**src/rtl/rega_pkg.sv**
```systemverilog
// Shared definitions for the irrigation valve scheduler: FSM state codes,
// default divider widths and run lengths.
package rega_pkg;

  typedef logic [1:0] state_t;

  localparam state_t IDLE    = 2'd0;
  localparam state_t GOT_RUN = 2'd1;
  localparam state_t ASP_RUN = 2'd2;
  localparam state_t PAUSE   = 2'd3;

  localparam int DEF_SEL_LOG2  = 16;
  localparam int DEF_GOT_LOG2  = 21;
  localparam int DEF_ASP_LOG2  = 24;
  localparam int DEF_GOT_TICKS = 8;
  localparam int DEF_ASP_TICKS = 4;

  // Run counter width covers the full 1..255 tick range.
  localparam int RUN_W = 8;

endpackage

```
**src/rtl/rega_tick_gen.sv**
```systemverilog
// Free-running synchronous divider producing the display, drip and sprinkler
// tick strobes plus the display multiplex select.
module rega_tick_gen
  import rega_pkg::*;
#(
  parameter int SEL_LOG2 = DEF_SEL_LOG2,
  parameter int GOT_LOG2 = DEF_GOT_LOG2,
  parameter int ASP_LOG2 = DEF_ASP_LOG2
) (
  input  logic clock,
  input  logic reset_n,
  output logic tick_sel,
  output logic tick_got,
  output logic tick_asp,
  output logic sel
);

  logic [ASP_LOG2-1:0] cnt_q;
  logic [ASP_LOG2-1:0] cnt_d;

  always_comb begin
    cnt_d = cnt_q + ASP_LOG2'(1);
  end

  always_ff @(posedge clock or negedge reset_n) begin
    if (!reset_n) begin
      cnt_q <= '0;
    end else begin
      cnt_q <= cnt_d;
    end
  end

  // Each strobe fires on the last count of its power-of-two period.
  assign tick_sel = &cnt_q[SEL_LOG2-1:0];
  assign tick_got = &cnt_q[GOT_LOG2-1:0];
  assign tick_asp = &cnt_q;
  assign sel      = cnt_q[SEL_LOG2-1];

endmodule

```
**src/rtl/rega_scheduler.sv**
```systemverilog
// Shares one water supply between the drip and sprinkler valves: round-robin
// grant, fixed-length runs, dead time between valves, tank-low cut-off.
module rega_scheduler
  import rega_pkg::*;
#(
  parameter int SEL_LOG2  = DEF_SEL_LOG2,
  parameter int GOT_LOG2  = DEF_GOT_LOG2,
  parameter int ASP_LOG2  = DEF_ASP_LOG2,
  parameter int GOT_TICKS = DEF_GOT_TICKS,
  parameter int ASP_TICKS = DEF_ASP_TICKS
) (
  input  logic clock,
  input  logic reset_n,
  input  logic req_got,
  input  logic req_asp,
  input  logic tank_low,
  output logic valve_got,
  output logic valve_asp,
  output logic busy,
  output logic alarm,
  output logic sel
);

  localparam logic [RUN_W-1:0] GOT_END = RUN_W'(GOT_TICKS);
  localparam logic [RUN_W-1:0] ASP_END = RUN_W'(ASP_TICKS);

  state_t           state_q, state_d;
  logic [RUN_W-1:0] run_q, run_d;
  logic [RUN_W-1:0] run_inc_s;
  logic             last_asp_q, last_asp_d;
  logic             valve_got_q, valve_got_d;
  logic             valve_asp_q, valve_asp_d;
  logic             alarm_q, alarm_d;
  logic             tick_sel_s, tick_got_s, tick_asp_s;

  rega_tick_gen #(
    .SEL_LOG2 (SEL_LOG2),
    .GOT_LOG2 (GOT_LOG2),
    .ASP_LOG2 (ASP_LOG2)
  ) u_tick_gen (
    .clock    (clock),
    .reset_n  (reset_n),
    .tick_sel (tick_sel_s),
    .tick_got (tick_got_s),
    .tick_asp (tick_asp_s),
    .sel      (sel)
  );

  always_comb begin
    state_d    = state_q;
    run_d      = run_q;
    last_asp_d = last_asp_q;
    run_inc_s  = run_q + RUN_W'(1);
    alarm_d    = tank_low;
    // Tank-low abort wins over everything and leaves the round-robin pointer alone.
    if (tank_low) begin
      state_d = IDLE;
    end else begin
      case (state_q)
        IDLE: begin
          if (req_got && (!req_asp || last_asp_q)) begin
            state_d    = GOT_RUN;
            run_d      = '0;
            last_asp_d = 1'b0;
          end else if (req_asp) begin
            state_d    = ASP_RUN;
            run_d      = '0;
            last_asp_d = 1'b1;
          end else begin
            state_d = IDLE;
          end
        end
        GOT_RUN: begin
          if (!req_got) begin
            state_d = PAUSE;
          end else if (tick_got_s) begin
            run_d   = run_inc_s;
            state_d = (run_inc_s == GOT_END) ? PAUSE : GOT_RUN;
          end else begin
            state_d = GOT_RUN;
          end
        end
        ASP_RUN: begin
          if (!req_asp) begin
            state_d = PAUSE;
          end else if (tick_asp_s) begin
            run_d   = run_inc_s;
            state_d = (run_inc_s == ASP_END) ? PAUSE : ASP_RUN;
          end else begin
            state_d = ASP_RUN;
          end
        end
        PAUSE: begin
          if (tick_sel_s) begin
            state_d = IDLE;
          end else begin
            state_d = PAUSE;
          end
        end
        default: begin
          state_d = IDLE;
        end
      endcase
    end
    valve_got_d = (state_d == GOT_RUN);
    valve_asp_d = (state_d == ASP_RUN);
  end

  always_ff @(posedge clock or negedge reset_n) begin
    if (!reset_n) begin
      state_q     <= IDLE;
      run_q       <= '0;
      last_asp_q  <= 1'b1;
      valve_got_q <= 1'b0;
      valve_asp_q <= 1'b0;
      alarm_q     <= 1'b0;
    end else begin
      state_q     <= state_d;
      run_q       <= run_d;
      last_asp_q  <= last_asp_d;
      valve_got_q <= valve_got_d;
      valve_asp_q <= valve_asp_d;
      alarm_q     <= alarm_d;
    end
  end

  assign valve_got = valve_got_q;
  assign valve_asp = valve_asp_q;
  assign alarm     = alarm_q;
  assign busy      = (state_q != IDLE);

endmodule

```
**config.mk**
```make
export PLATFORM = sky130hd
export DESIGN_NAME = rega_scheduler
export DESIGN_NICKNAME = d
export VERILOG_FILES = /design/src/rtl/rega_pkg.sv /design/src/rtl/rega_tick_gen.sv /design/src/rtl/rega_scheduler.sv
export SDC_FILE = /design/constraint.sdc
export NUM_CORES = 1
export LEC_CHECK = 0
export ABC_AREA = 1
export BUFFER_PORTS_ARGS = -buffer_cell sky130_fd_sc_hd__buf_4
export CAP_MARGIN = 40
export CORE_MARGIN = 5
export CORE_UTILIZATION = 38
export CTS_BUF_LIST = sky130_fd_sc_hd__clkbuf_2
export CTS_CLUSTER_DIAMETER = 100
export DETAILED_ROUTE_END_ITERATION = 6
export PLACE_DENSITY = 0.53
export SLEW_MARGIN = 20
export SYNTH_ARGS = -nofsm -noshare
export SYNTH_HDL_FRONTEND = slang
export SYNTH_HIERARCHICAL = 1
export SYNTH_SLANG_ARGS = --single-unit
```
**constraint.sdc**
```tcl
create_clock -name clock -period 2.6 [get_ports clock]
set_input_delay 0.52 -clock clock [delete_from_list [all_inputs] [get_ports clock]]
set_output_delay 0.52 -clock clock [all_outputs]
set_load 0.01 [all_outputs]
```
* Yosys cells after proc, flatten, opt, wreduce, memory -nomap -nowiden
Index checks and enable logic that the tools add are counted.
** Operators by class
- Equality and inequality tests :: 12
- Reductions and logical operators :: 12
- Bitwise gates (word level) :: 1
- Add/subtract/negate cells :: 2
- Mux-type cells :: 20
** Operator list (count)
- $mux W8 :: 6
- $add A24 B1 Y24 const B :: 1
- $pmux W8 S3 :: 1
- $reduce_and A24 Y1 :: 1
- $reduce_and A21 Y1 :: 1
- $reduce_and A16 Y1 :: 1
- $mux W2 :: 7
- $add A8 B1 Y8 const B :: 1
- $eq A8 B3 Y1 const B :: 1
- $eq A8 B4 Y1 const B :: 1
- $ne A2 B2 Y1 const B :: 4
- $pmux W2 S4 :: 1
- $reduce_and A7 Y1 :: 1
- $eq A2 B2 Y1 const B :: 3
- $mux W1 :: 5
- $eq A2 B1 Y1 const B :: 2
- $reduce_bool A2 Y1 :: 2
- $ne A3 B3 Y1 const B :: 1
- $reduce_and A3 Y1 :: 1
- $reduce_bool A3 Y1 :: 1
- $logic_not A2 Y1 :: 1
- $logic_and A1 B1 Y1 :: 1
- $logic_not A1 Y1 :: 1
- $logic_or A1 B1 Y1 :: 1
- $not A1 Y1 :: 1
** Storage, ports and cells
- Output and inout bits :: 5
- Input port bits :: 5
- Word-level logic and storage cells :: 54
- Register bits after elaboration :: 38

* Longest topological paths before layout
- Depth after elaboration :: 8
- Depth in mapped cells :: 14
- Gate-level depth less buffers :: 14

* Cells and area by module
The synthesis kept the hierarchy.
** By module, submodules not included
- rega_tick_gen :: times used 1, sequential area each 600.6 um2, area each 1227.4 um2, cells an instance 143
- rega_scheduler :: times used 1, sequential area each 351.6 um2, area each 882.1 um2, cells an instance 107

* Worst setup path after synthesis
Ideal clock, no wire load.
- Path type :: flip-flop to flip-flop
- Start :: register u_tick_gen.cnt_q[0]
- End :: register run_q[4]
- Stages on the path, launching flop included :: 14
- Library setup time :: 0.076 ns
- Setup slack :: 0.540 ns
- Clock period less this slack :: 2.060 ns
- Data arrival time :: 1.984 ns
- Cell sequence :: dfrtp_1 ha_1 nand3_1 inv_2 nand3_4 or2_1 nor2_1 nand2_1 a211o_1 nor2_2 nand2_1 inv_2 nand2_1 o21ai_1
** On the way
- Word-level cells in the longest chain between the ends :: 3
- Elaborated cells between the ends (all ways) :: 5
- Classes of those cells :: eq/ne: 2; reduce/logical: 3
** RTL lines
- from (decl) :: RTL line rega_tick_gen.sv:18 : logic [ASP_LOG2-1:0] cnt_q;
- from (signal assigned) :: RTL line rega_tick_gen.sv:29 : cnt_q <= cnt_d;
- $reduce_and A21 Y1 :: RTL line rega_tick_gen.sv:35 : assign tick_got = &cnt_q[GOT_LOG2-1:0];
- named net tick_got_s :: RTL line rega_scheduler.sv:34 : logic tick_sel_s, tick_got_s, tick_asp_s;
- $ne A2 B2 Y1 (no line)
- $reduce_and A7 Y1 (no line)
- to (signal assigned) :: RTL line rega_scheduler.sv:119 : run_q <= run_d;
- to (decl) :: RTL line rega_scheduler.sv:28 : logic [RUN_W-1:0] run_q, run_d;
The timed path passes the listed nets, and every way through them passes these cells.
A chain may end at the register's enable or synchronous reset.

* Worst setup path in the final report
- Start :: register u_tick_gen.cnt_q[1]
- End :: register run_q[7]
Same word-level chain as after synthesis.

==> results.sh <==
export IMPL_status="complete, no violations"
export IMPL_drive_gt1_share_pct=16.1
export IMPL_ctsHoldBuffers=0
export IMPL_yosysTopAreaCellShare_pct=43.9
export IMPL_syn_num_nets=262
export IMPL_path_buf_inv=2
export IMPL_path_clk_slew_ps=190
export IMPL_worstPathCellList="ha_1 > nand3_1 > inv_2 > nand3_4 > or2_1 > nor2_1 > nand2_1 > a211o_1 > nor2_4 > nand2_1 > inv_2 > nand2_1 > o21ai_1"
export IMPL_peakVddDrop_mv=0.223
export IMPL_dpl_hpwl_um=2920
export IMPL_p_per_area_nw_per_um2=549
export IMPL_dpl_cell_count=331
export IMPL_grtUsageTotal_pct=12.0
export IMPL_grt_start_max_net_pins=39
export IMPL_ys_seq_area_share_pct=45.1
export IMPL_hold_slack_ps=45.9
export IMPL_core_area_um2=5440
export IMPL_critPathMaxStageDelay_ps=400
export IMPL_grt_pass1_vias=1538
export IMPL_finalWirelength_um=3830
export IMPL_layout_nets=278
export IMPL_max_slew_margin_pct=68.0
export IMPL_yosysWarnings=6
export IMPL_ys_ff_latch=38
export IMPL_cts_tree="yes"
export IMPL_async_reset_ff_share_pct=100
export IMPL_grt_pass1_wl_um=6910
export IMPL_tightest_slew_ps=480
export IMPL_cts_buffers=5
export IMPL_required_ps=2940
export IMPL_port_buffers=9
export IMPL_io_pins=10
export IMPL_drv_cap=0
export IMPL_drc=0
export IMPL_clockBufferDepth=2
export IMPL_cts_setup_buffers=0
export IMPL_rsz0062_at_grt="false"
export IMPL_synth_top_flop_cell="dfrtp_1"
export IMPL_vias=1522
export IMPL_yosys_top_cells_count="nand2_1 (72), dfrtp_1 (37), nor2_1 (23), inv_1 (20), nand3_1 (12)"
export IMPL_max_freq_ghz=0.442
export IMPL_drtIter0Drc=34
export IMPL_worstSetupPathType="reg2reg"
export IMPL_synthMostInstantiatedCell="nand2_1"
export IMPL_slowest_stage="dfrtp_1"
export IMPL_period_needed_ps=2260
export IMPL_fp_row_count=27
export IMPL_die_area_um2=7140
export IMPL_cp_common_cell="nand2_1"
export IMPL_final_cells=339
export IMPL_clk_latency_ps=400
export IMPL_finalPower_mw=1.27
export IMPL_syn2layout_area_growth_pct=9.43
export IMPL_finalHoldViolCount=0
export IMPL_cpLargestDelayFamily="simple AND/OR/NAND/NOR gates"
export IMPL_first_pass_iters=4
export IMPL_place_gp_congestion=0.817
export IMPL_arrival_ps=2600
export IMPL_synth_top_area_cell="dfrtp_1"
export IMPL_syn_cell_area_um2=2110
export IMPL_worstPathMaxFanout=6
export IMPL_avgViaCountPerCell=4.49
export IMPL_die_y_um=84.5
export IMPL_cts_htree_levels=2
export IMPL_antennaDiodeCount=0
export IMPL_synth_edf_count=0
export IMPL_syn_avg_cell_area_um2=8.44
export IMPL_hold_path_class="in2async"
export IMPL_finClkSkew_ps=6.53
export IMPL_die_x_um=84.5
export IMPL_yosysUniqueCellTypes=29
export IMPL_startpoint_type="flop"
export IMPL_cts_root_buf="clkbuf_2"
export IMPL_finalCritPeriodShare_pct=87.1
export IMPL_finalSetupTns_ps=0
export IMPL_netlist_instances=250
export IMPL_routedWlPerCell_um=11.3
export IMPL_antenna_found_initial=0
export IMPL_gr_total_overflow=0
export IMPL_crit_path_end_kind="flop"
export IMPL_finalSetupViolations=0
export IMPL_ys_top_cells_by_area="dfrtp_1 (44%), nand2_1 (13%), ha_1 (4.2%), nor2_1 (4.1%), xor2_1 (3.7%)"
export IMPL_ctsResizeCount=0
export IMPL_slew_viol_final=0
export IMPL_power_leakage_nw=1.03
export IMPL_cts_num_sinks=38
export IMPL_start_util_pct=38.8
export IMPL_ant_nets=0
[metrics by stage]
stage,instance area (µm²),setup WS (ps),utilization [%]
2_1_floorplan,2110,540,-
3_3_place_gp,2270,396,41.7
3_5_place_dp,2270,299,41.7
4_1_cts,2300,243,42.4
5_1_grt,2310,35.9,42.4
6_report,2310,336,42.4
[worst reg2reg max path, stage by stage, from the launching register on]
cell and delay [ps]:
dfrtp_1 400, ha_1 180, nand3_1 130, inv_2 130, nand3_4 90, or2_1 230, nor2_1 140, nand2_1 70
a211o_1 320, nor2_4 170, nand2_1 120, inv_2 110, nand2_1 60, o21ai_1 70
[cell families after synthesis]
| family | Yosys count | synth area share [%] |
|---|---|---|
| compound gates | 22 | 6.64 |
| xor+xnor | 17 | 7.06 |
| fa+ha+maj | 7 | 4.15 |
| buf+inv | 22 | 3.91 |
| flops | 38 | 45.1 |
| simple gates | 144 | 33.1 |
[state kept, by name, summed over array words and instances, names as in the netlist]
| name | flops |
|---|---|
| u_tick_gen/cnt_q | 24 |
| run_q | 8 |
| state_q | 2 |
| alarm | 1 |
| last_asp_q | 1 |
| valve_asp | 1 |
| valve_got | 1 |
[placed cells by master, fill, tap and decap left out, types with 2 or more instances in the layout]
| master | netlist | final |
|---|---|---|
| clkinv_1 | 0 | 3 |
| o21ai_0 | 5 | 5 |
| a21oi_1 | 2 | 2 |
| nand2_2 | 7 | 7 |
| dfrtp_1 | 37 | 37 |
| nor2_2 | 9 | 8 |
| nand3b_1 | 6 | 6 |
| nand3_1 | 12 | 12 |
| ha_1 | 7 | 7 |
| inv_2 | 2 | 2 |
| nand2_1 | 72 | 72 |
| clkbuf_2 | 0 | 5 |
| nor2_4 | 5 | 6 |
| and2_1 | 4 | 4 |
| nor2_1 | 23 | 23 |
| buf_4 | 0 | 9 |
| o21ai_1 | 9 | 9 |
| nand3_2 | 2 | 2 |
| xnor2_1 | 8 | 8 |
| xor2_1 | 9 | 9 |
| inv_1 | 20 | 20 |
[per-layer routing]
layer / GRT usage (%) / up-vias / part of all wire (%)
li1: - / 820 / -
met2: 17.3 / 8 / 42
met3: 3.34 / 7 / 2.8
met4: 4.75 / 0 / 1.9
met1: 16.9 / 687 / 53
met5: 0 / - / 0
[area by class of cell]
| cell class | instances | area [µm²] |
|---|---|---|
| fill | 549 | 3130 |
| multi-input combinational | 190 | 1080 |
| sequential | 38 | 952 |
| tap | 72 | 90.1 |
| inverter | 22 | 82.6 |
| timing repair buffer | 9 | 67.6 |
| clock buffer | 5 | 25.0 |
| clock inverter | 3 | 11.3 |
[worst paths after layout]
check | startpoint | endpoint | slack (ps) | cells after the start
min | reset_n | u_tick_gen/cnt_q[17]$_DFF_PN0_ | 50 | 1
min in group clock | tank_low | alarm$_DFF_PN0_ | 240 | 1
max | u_tick_gen/cnt_q[1]$_DFF_PN0_ | run_q[7]$_DFFE_PN0P_ | 340 | 13
min reg2reg | u_tick_gen/cnt_q[0]$_DFF_PN0_ | u_tick_gen/cnt_q[0]$_DFF_PN0_ | 480 | 1
max in group asynchronous | reset_n | last_asp_q$_DFFE_PN1P_ | 2190 | 1
max reg2reg | u_tick_gen/cnt_q[1]$_DFF_PN0_ | run_q[7]$_DFFE_PN0P_ | 340 | 13
[where the power goes]
part           internal [mW]  switching (mW)  leakage, nW
Clock                 0.0574           0.196       0.0255
Combinational          0.134           0.207        0.501
Sequential             0.642          0.0308        0.506
(Power assumes the default switching activity.)
